`src/rtl/pedestrian_request_conditioner.sv`:
```
// Pedestrian request conditioner: synchronizes and debounces two push-buttons
// and turns each accepted press into a held walk request with a cooldown.
//
// Ports:
//   clk, rst                   clock, synchronous active-high reset
//   btn_raw_ns, btn_raw_ew     raw asynchronous, bouncing push-buttons
//   NS_RED, EW_RED             vehicles stopped in that direction
//   pd_FREE_NS, pd_FREE_EW     walk currently granted by the light controller
//   pd_button_ns/ew            held request level to the light controller
//   req_pending_ns/ew          request waiting or being served
//   req_count_ns/ew            saturating count of accepted requests

module pedestrian_request_channel #(
    parameter int unsigned DEBOUNCE_CYCLES = 4,
    parameter int unsigned COOLDOWN_CYCLES = 8
) (
    input  logic        clk,
    input  logic        rst,
    input  logic        btn_raw,
    input  logic        red,
    input  logic        free,
    output logic        pd_button,
    output logic        req_pending,
    output logic [15:0] req_count
);

    typedef enum logic [1:0] {
        IDLE     = 2'd0,
        PENDING  = 2'd1,
        SERVING  = 2'd2,
        COOLDOWN = 2'd3
    } state_t;

    localparam logic [15:0] DB_LAST = 16'(DEBOUNCE_CYCLES - 1);
    localparam logic [31:0] CD_LAST = 32'(COOLDOWN_CYCLES - 1);

    logic [1:0]  sync_q;
    logic        level;
    logic [15:0] db_cnt;
    logic        press;
    state_t      state;
    logic [31:0] cd_cnt;

    // Two-flop synchronizer; bit 1 is the only safe sample.
    always_ff @(posedge clk) begin
        if (rst) begin
            sync_q <= 2'b00;
        end else begin
            sync_q <= {sync_q[0], btn_raw};
        end
    end

    // The level flips after DEBOUNCE_CYCLES consecutive disagreeing samples.
    // press is a one-cycle pulse registered on the 0->1 flip only.
    always_ff @(posedge clk) begin
        if (rst) begin
            level  <= 1'b0;
            db_cnt <= '0;
            press  <= 1'b0;
        end else begin
            press <= 1'b0;
            if (sync_q[1] != level) begin
                if (db_cnt == DB_LAST) begin
                    level  <= sync_q[1];
                    db_cnt <= '0;
                    press  <= sync_q[1];
                end else begin
                    db_cnt <= db_cnt + 16'd1;
                end
            end else begin
                db_cnt <= '0;
            end
        end
    end

    // Request FSM. Outputs are registered alongside the state so they
    // always match the state just entered.
    always_ff @(posedge clk) begin
        if (rst) begin
            state       <= IDLE;
            cd_cnt      <= '0;
            req_count   <= '0;
            pd_button   <= 1'b0;
            req_pending <= 1'b0;
        end else begin
            unique case (state)
                IDLE: begin
                    if (press) begin
                        state       <= PENDING;
                        pd_button   <= 1'b1;
                        req_pending <= 1'b1;
                        if (req_count != 16'hFFFF) begin
                            req_count <= req_count + 16'd1;
                        end
                    end
                end
                PENDING: begin
                    if (free) begin
                        state     <= SERVING;
                        pd_button <= 1'b0;
                    end
                end
                SERVING: begin
                    // Walk ended, or vehicles released early (aborted walk).
                    if (!free || !red) begin
                        state       <= COOLDOWN;
                        req_pending <= 1'b0;
                        cd_cnt      <= '0;
                    end
                end
                COOLDOWN: begin
                    if (cd_cnt == CD_LAST) begin
                        state <= IDLE;
                    end else begin
                        cd_cnt <= cd_cnt + 32'd1;
                    end
                end
            endcase
        end
    end

endmodule

module pedestrian_request_conditioner #(
    parameter int unsigned DEBOUNCE_CYCLES = 4,
    parameter int unsigned COOLDOWN_CYCLES = 8
) (
    input  logic        clk,
    input  logic        rst,
    input  logic        btn_raw_ns,
    input  logic        btn_raw_ew,
    input  logic        NS_RED,
    input  logic        EW_RED,
    input  logic        pd_FREE_NS,
    input  logic        pd_FREE_EW,
    output logic        pd_button_ns,
    output logic        pd_button_ew,
    output logic        req_pending_ns,
    output logic        req_pending_ew,
    output logic [15:0] req_count_ns,
    output logic [15:0] req_count_ew
);

    pedestrian_request_channel #(
        .DEBOUNCE_CYCLES(DEBOUNCE_CYCLES),
        .COOLDOWN_CYCLES(COOLDOWN_CYCLES)
    ) u_ns (
        .clk        (clk),
        .rst        (rst),
        .btn_raw    (btn_raw_ns),
        .red        (NS_RED),
        .free       (pd_FREE_NS),
        .pd_button  (pd_button_ns),
        .req_pending(req_pending_ns),
        .req_count  (req_count_ns)
    );

    pedestrian_request_channel #(
        .DEBOUNCE_CYCLES(DEBOUNCE_CYCLES),
        .COOLDOWN_CYCLES(COOLDOWN_CYCLES)
    ) u_ew (
        .clk        (clk),
        .rst        (rst),
        .btn_raw    (btn_raw_ew),
        .red        (EW_RED),
        .free       (pd_FREE_EW),
        .pd_button  (pd_button_ew),
        .req_pending(req_pending_ew),
        .req_count  (req_count_ew)
    );

endmodule
```
`config.mk`:
```
export PLATFORM = sky130hd
export DESIGN_NAME = pedestrian_request_conditioner
export DESIGN_NICKNAME = d
export VERILOG_FILES = /design/src/rtl/pedestrian_request_conditioner.sv
export SDC_FILE = /design/constraint.sdc
export NUM_CORES = 1
export LEC_CHECK = 0
export BUFFER_PORTS_ARGS = -buffer_cell sky130_fd_sc_hd__buf_4
export CORE_MARGIN = 4
export CORE_UTILIZATION = 55
export CTS_CLUSTER_SIZE = 24
export DETAILED_ROUTE_END_ITERATION = 8
export PLACE_DENSITY = 0.73
export SETUP_SLACK_MARGIN = 0.4
export SLEW_MARGIN = 20
export SYNTH_ARGS = -nofsm -noshare
export SYNTH_HDL_FRONTEND = slang
export SYNTH_HIERARCHICAL = 1
export SYNTH_SLANG_ARGS = --single-unit
```
`constraint.sdc`:
```
create_clock -name clk -period 3.1 [get_ports clk]
set_clock_uncertainty 0.1 [all_clocks]
set_input_delay 0.62 -clock clk [delete_from_list [all_inputs] [get_ports clk]]
set_output_delay 0.62 -clock clk [all_outputs]
set_load 0.05 [all_outputs]
```
Yosys cells after proc, flatten, opt, wreduce, memory -nomap -nowiden --
Cells that the tools add are included.
Word-level totals: register bits 144, bits in latches 0, bits in writable memories 0, ROM bits 0, output and inout port bits 36, memories 0
Cells by class: $add $sub $neg 6, $mul 0, div/mod/pow operators 0, order comparisons 0, equality and inequality tests 24, shift operators 0, mux-type cells 26, bitwise gates (word level) 4, reductions and logical operators 30
Operator list (number):
- 2-to-1 mux 32 bit | 4
- one-hot mux 32 bit (2 select lines) | 2
- adder 16 x 1 -> 16 bit (second input constant) | 4
- adder 32 x 1 -> 32 bit (second input constant) | 2
- == test 32 x 3 -> 1 bit (second input constant) | 2
- == test 16 x 2 -> 1 bit (second input constant) | 2
- != test 16 bit (second input constant) | 2
- AND reduction 3 bit | 8
- 2-to-1 mux 2 bit | 8
- one-hot mux 2 bit (4 select lines) | 2
- != test 2 x 1 -> 1 bit (second input constant) | 6
- nonzero test 2 bit | 6
- OR reduction 3 bit | 4
- == test 2 bit (second input constant) | 4
- != test 2 bit (second input constant) | 4
- one-hot mux 1 bit (2 select lines) | 4
- AND reduction 4 bit | 2
- 2-to-1 mux 1 bit | 6
- == test 2 x 1 -> 1 bit (second input constant) | 2
- logical NOT 1 bit | 4
- logical NOT 2 bit | 2
- inverter 1 bit | 4
- AND reduction 2 bit | 2
- logical OR 1 bit | 2
- != test 1 bit | 2

Longest topological paths before layout --
Gate-level depths: netlist of run 1.
depth after elaboration 4, gate-level depth with buffers 9, depth with buffers taken out 7

Modules after synthesis --
The synthesis of run 1 kept the hierarchy.
By module, submodules not included:
- pedestrian_request_channel (u_ns) | instances 1, cells an instance 430, area each 3731.1 um^2, seq. area each 1441.4 um^2
- pedestrian_request_channel (u_ew) | instances 1, cells an instance 429, area each 3567.2 um^2, seq. area each 1441.4 um^2

Worst setup path before layout of run 1 --
OpenSTA, ideal clock, no wires.
kind reg-to-reg, start point reg u_ew.req_count[11], end point reg u_ew.req_count[1], arrival 2.213 ns, required time 2.872 ns, setup slack 0.660 ns, cell stages (with the launch flop) 6, path buffers 0, cell sequence dfxtp_1 -> nand4_1 -> nor4_1 -> a21oi_1 -> mux2i_1 -> nor2_1
Between the ends: cells in the longest elaborated chain, start to end 2
RTL lines:
- start, declared | line 24 | output logic [15:0] req_count
- start signal, assigned | line 93 | req_count <= req_count + 16'd1;
- != test 16 bit | line 92 | if (req_count != 16'hFFFF) begin
- AND reduction 3 bit (no source line)
No other way between the ends. A chain may end at the register's enable or synchronous reset.

Worst setup path after layout of run 1 --
start point reg u_ew.state[0], end point reg u_ew.cd_cnt[21]
Between the ends: cells in the longest elaborated chain, start to end 3, elaborated cells on any way between the ends 7
RTL lines:
- start, declared | line 41 | state_t state;
- start signal, assigned | line 80 | state <= IDLE;
- start signal, assigned | line 89 | state <= PENDING;
- start signal, assigned | line 99 | state <= SERVING;
- == test 2 bit | line 86 | unique case (state)
- != test 2 bit (no source line), or another cell as far along
- AND reduction 3 bit (no source line)
- end signal, assigned | line 115 | cd_cnt <= cd_cnt + 32'd1;
- end, declared | line 42 | logic [31:0] cd_cnt;
Parallel ways exist; a longest one is shown, timed or not.

==> results.toml, run 1 <==
[drt]
routed_wl_um = 17400
avgViaCountPerCell = 6.33
drt-initial-drc-count = 524
wire_per_inst_um = 16.0
ant_nets = 0
vias = 6869
drc = 0
firstDrtPassIters = 5

[global_routing]
grt_usage = 0.236
grt_pass1_wl_um = 29500
grt_util_met3 = 0.0485
grt.met1_usage = 0.312
antenna_found_initial = 0
gr-total-overflow = 0
grt_pass1_vias = 6347
grt_busiest_layer = "met2"
grt_max_degree = 47
grtUsageMet2 = 0.378

[synth]
ys_ff_latch = 144
syn_nets = 881
ys_types = 69
avgSynthCellArea_um2 = 8.50
async_reset_ff_frac = 0
ys.flop_type = "dfxtp_1"
syn_inst = 859
synth_top_area_frac = 0.395
synth_edf_count = 0
netlist_area_um2 = 7300
yosysMostFrequentCell = "dfxtp_1"
synth_area_leaders = "dfxtp_1 39%, nor2_1 4.4%, nand2_1 3.7%"
yosys.area.top_type = "dfxtp_1"
synth_common_cells = "144 x dfxtp_1, 86 x nor2_1, 72 x nand2_1"
yosysWarnings = 6
ys_seq_area_frac = 0.395

[setup_path]
worstPathArrival_ns = 2.71
crit_chain = "inv_1, ha_1, and3_1, o21ai_1, o21ai_0, o311ai_1, o41ai_1"
crit_type = "flop to flop"
cp_top_family = "compound AO/OA/AOI/OAI gates"
max_stage_delay_ns = 0.43
crit_required_ns = 3.30
path_buf_inv = 1
crit_path_top_delay_cell = "o21ai_1"
start_kind = "flop"
path_max_fanout = 7
endpoint_kind = "flop"

[layout]
antennaDiodeCount = 0
finalNonFillerCells = 1085
syn2layout_area_growth_pct = 14.8
drive_above_1_share = 0.130
fin_util = 0.653
nNetsFinal = 923

[cts]
numCtsBuffers = 17
hold_buffers = 0
htreeDepth = 4
clk_latency_ns = 0.42
ctsResizeCount = 0
clock_path_buffers = 2
cts_tree = "done"
clock_sinks = 144
cts-root-buf = "clkbuf_16"
clkTransAtPathRegs_ns = 0.06
postCtsSetupBuffers = 0

[hold_path]
hold_class = "input pin to flop"

[floorplanning]
start_util = 0.569
num_rows = 41
pin_count = 44
die-area_um2 = 15200
coreArea_um2 = 12800
dieHeight_um = 123
die_x_um = 123

[timing]
fin_crit_sh = 0.809
setup_viol = 0
fin_setup_tns_ns = 0
fmax_mhz = 399
worst_slew_pin_slew_ns = 0.711
layout_min_cycle_time_ns = 2.51
slew_headroom = 0.523
setup_ws_ns = 0.591
rsz0062_at_grt = "false"
hold_viol_final = 0
slew_viol_final = 0

[power_and_ir_drop]
max-vdd-ir-drop_uv = 387
power_w = 0.00404
power_density_nw_per_um2 = 483
leakagePower_nw = 2.81

[placement]
hpwl_um = 12100
io_buffers = 43
gp_congestion = 0.888
place_ws_ns = 0.561
numPlacedInstances = 1054

[status]
status = "finished, final reports clean"

[flow_run]
max-cap-violations = 0
-- stage by stage --
stage | hold WS, ns | instance area (um2)
after global placement | 0.323 | 7790
after global routing | 0.311 | 8380
after detailed placement | 0.329 | 7790
after floorplan | 0.313 | 7300
final | 0.317 | 8380
after CTS | 0.300 | 8370
-- sequential cells by signal, summed over array words and instances, names as in the netlist, 2 cells and up --
name,count
u_ew/state,2
u_ew/sync_q,2
u_ns/state,2
u_ns/sync_q,2
u_ew/req_count,16
u_ew/db_cnt,16
u_ns/cd_cnt,32
u_ns/db_cnt,16
u_ew/cd_cnt,32
u_ns/req_count,16
-- area by class of cell --
| type | instances | area [um2] |
|---|---|---|
| inverter | 23 | 86.3 |
| clock buffer | 22 | 474 |
| tap | 172 | 215 |
| timing repair buffer | 59 | 443 |
| sequential | 144 | 2880 |
| multi-input combinational | 656 | 4170 |
| fill | 1076 | 4450 |
| clock inverter | 9 | 109 |
-- worst reg2reg max path: cells and delay by family, from the launching register on --
kind	cells	cell delay [ns]
DFF	1	0.38
adders and majority gates	1	0.28
AOI/OAI and AO/OA	4	1.28
and+or+nand+nor	1	0.26
buffers and inverters	1	0.09
-- where the power goes --
group | total [W] | switching, W | internal [W] | leakage [nW]
Combinational | 0.000162 | 0.000107 | 0.0000550 | 1.38
Sequential | 0.00187 | 0.0000105 | 0.00186 | 1.16
Clock | 0.00201 | 0.000766 | 0.00124 | 0.274
-- placed cells by master (no fill, tap or decap), drive strengths merged, types with 22 or more instances in the layout --
| master | n |
|---|---|
| nor3 | 27 |
| nand2 | 72 |
| nor4 | 29 |
| dfxtp | 144 |
| o21ai | 55 |
| xnor2 | 29 |
| nand4 | 42 |
| clkbuf | 22 |
| nor2 | 86 |
| buf | 59 |
| nand3 | 46 |
| a21oi | 35 |
| inv | 23 |
| o31ai | 30 |
-- path summary, 6_finish.rpt --
kind	endpoint	startpoint	slack, ns	cells after the start
max	u_ew/cd_cnt[21]	u_ew/state[0]	0.59	7
min	u_ns/sync_q[0]	btn_raw_ns	0.32	2
max reg2reg	u_ew/cd_cnt[21]	u_ew/state[0]	0.59	7
min reg2reg	u_ew/db_cnt[0]	u_ew/db_cnt[0]	0.34	1
-- cells by family after synthesis --
kind of cell | share of synthesized area
compound gates | 0.188
simple gates | 0.288
xor+xnor | 0.0564
buf+inv | 0.0348
mux | 0.0130
flops | 0.395
fa+ha+maj | 0.0240
-- per-layer routing --
layer | up-vias | share of wire
li1 | 3328 | -
met1 | 3322 | 0.46
met2 | 195 | 0.47
met3 | 24 | 0.047
met4 | 0 | 0.017
met5 | - | 0
No activity file was read; power rests on OpenSTA's default activity.
==> run 2, diff against run 1 <==
--- a/config.mk
+++ b/config.mk
@@ -10,7 +10,7 @@
 export CORE_UTILIZATION = 55
 export CTS_CLUSTER_SIZE = 24
 export DETAILED_ROUTE_END_ITERATION = 8
-export PLACE_DENSITY = 0.73
+export PLACE_DENSITY = 0.76
 export SETUP_SLACK_MARGIN = 0.4
 export SLEW_MARGIN = 20
 export SYNTH_ARGS = -nofsm -noshare
==> constraint.sdc (replaced) <==
create_clock -name clk -period 2.1 [get_ports clk]
set_clock_uncertainty 0.1 [all_clocks]
set_input_delay 0.42 -clock clk [delete_from_list [all_inputs] [get_ports clk]]
set_output_delay 0.42 -clock clk [all_outputs]
set_load 0.05 [all_outputs]
==> run 2 against run 1 <==
The run now ends with negative setup slack left. Total power grew 54%. Clock power grew 51%. Largest power group unchanged. Maximum frequency up 17%. Wire length rose by 55%. Register-to-register slack lost 0.64 ns.
==> results.toml, run 2 (synthesis gave the netlist of run 1 again) <==
[floorplanning]
die-area_um2 = 15200
pin_count = 44
dieHeight_um = 123
coreArea_um2 = 12800
start_util = 0.569
num_rows = 41
die_x_um = 123

[setup_path]
r2r_setup_slack_ns = -0.04
crit_chain = "nor4_4, nand4_4, buf_6, o211ai_4, clkbuf_16, o211ai_1, nand2_1"
cp_num_cells = 7
ff2ff_path_depth = 7
start_kind = "flop"
cp_top_family = "simple AND/OR/NAND/NOR gates"
endpoint_kind = "flop"
path_buf_inv = 2
worstPathArrival_ns = 2.41
crit_required_ns = 2.36
max_stage_delay_ns = 0.38
crit_path_top_delay_cell = "dfxtp_4"
crit_type = "flop to flop"
path_max_fanout = 8

[drt]
drc = 0
vias = 8275
avgViaCountPerCell = 6.76
ant_nets = 0
firstDrtPassIters = 6
drt-initial-drc-count = 975
routed_wl_um = 27000
wire_per_inst_um = 22.0

[cts]
hold_buffers = 0
clk_latency_ns = 0.43
cts_tree = "done"
cts-root-buf = "clkbuf_16"
htreeDepth = 4
clock_sinks = 144
clkTransAtPathRegs_ns = 0.06
numCtsBuffers = 17
clock_path_buffers = 2

[global_routing]
antenna_found_initial = 0
grt_pass1_wl_um = 36000
grt_usage = 0.295
gr-total-overflow = 0
grt_pass1_vias = 7616
grt_max_degree = 24

[timing]
slew_headroom = 0.688
setup_ws_ns = -0.0446
layout_min_cycle_time_ns = 2.14
rsz0062_at_grt = "true"
hold_viol_final = 0
setup_viol = 8
worst_slew_pin_slew_ns = 0.466
fin_crit_sh = 1.02
fmax_mhz = 466
slew_viol_final = 0

[layout]
top_regs = "u_ew/cd_cnt: 32 flops, u_ns/cd_cnt: 32 flops"
final_common_cell = "buf_4"
syn2layout_area_growth_pct = 51.3
n_fill_cell = 621
most-common-layout-cells = "159 x buf_4, 78 x nor2_1, 66 x nand2_1, 63 x dfxtp_1, 44 x dfxtp_4"
antennaDiodeCount = 0
nNetsFinal = 1062
drive_above_1_share = 0.465

[power_and_ir_drop]
leakagePower_nw = 3.98
max-vdd-ir-drop_uv = 543
power_density_nw_per_um2 = 563
power_w = 0.00622

[status]
status = "finished with violations"
violations = "negative setup slack"

[placement]
io_buffers = 43
gp_congestion = 0.908
hpwl_um = 13200
place_ws_ns = -0.0173

[hold_path]
hold_depth = 2
hold_class = "input pin to flop"

[flow_run]
max-cap-violations = 0
-- run 2: final cells by class --
cell class,instances,area [um2],share of cell area
Timing Repair Buffer,197,1690,0.153
Inverter,23,96.3,0.00872
Multi-Input combinational cell,657,5370,0.486
Sequential cell,144,3090,0.280
Tap cell,172,215,0.0195
Clock buffer,17,425,0.0385
Clock inverter,15,159,0.0144
-- run 2: per-layer routing --
layer | share of wire | up-vias | routed length, um | GRT usage
li1 | - | 3617 | - | -
met1 | 0.37 | 3964 | 10000 | 0.357
met2 | 0.50 | 560 | 13600 | 0.491
met3 | 0.080 | 134 | 2160 | 0.0650
met4 | 0.046 | 0 | 1250 | 0.153
met5 | 0 | - | 0 | 0
-- run 2: worst reg2reg max path: stages, from the launching register on --
cell,delay [ns]
dfxtp_4,0.38
nor4_4,0.37
nand4_4,0.21
buf_6,0.19
o211ai_4,0.27
clkbuf_16,0.22
o211ai_1,0.20
nand2_1,0.14
-- run 2: per-stage QoR --
| stage | hold slack (ns) | instances | instance area (um2) | setup TNS [ns] | utilization |
|---|---|---|---|---|---|
| after floorplan | 0.313 | 859 | 7750 | -0.0372 | - |
| after global placement | 0.318 | 1117 | 8670 | 0 | 0.676 |
| after detailed placement | 0.337 | 1117 | 8670 | -0.0347 | 0.676 |
| after CTS | 0.108 | 1200 | 10200 | 0 | 0.796 |
| after global routing | 0.137 | 1225 | 11000 | -1.15 | 0.861 |
| final | 0.130 | 1225 | 11000 | -0.199 | 0.861 |
-- run 2: timing repair --
| item | in CTS | in global routing |
|---|---|---|
| gates cloned | 4 | 1 |
| buffers inserted | 47 | 24 |
| pin swaps | 54 | 52 |
| setup endpoints to repair | 125 | 131 |
| endpoints found under the hold margin | 0 | 0 |
| gates resized for setup | 133 | 151 |
-- run 2: worst paths after layout --
path | start | end
worst max register to register | u_ns/cd_cnt[4] | u_ns/cd_cnt[13]
worst min-delay path | btn_raw_ns | u_ns/sync_q[0]
worst max-delay path | u_ns/cd_cnt[4] | u_ns/cd_cnt[13]
worst min register to register | u_ns/db_cnt[0] | u_ns/db_cnt[0]
-- run 2: power breakdown --
| group | switching, W | internal [W] |
|---|---|---|
| combinational | 0.000264 | 0.000190 |
| sequential | 0.0000273 | 0.00270 |
| clock | 0.00128 | 0.00176 |
| total | 0.00157 | 0.00465 |
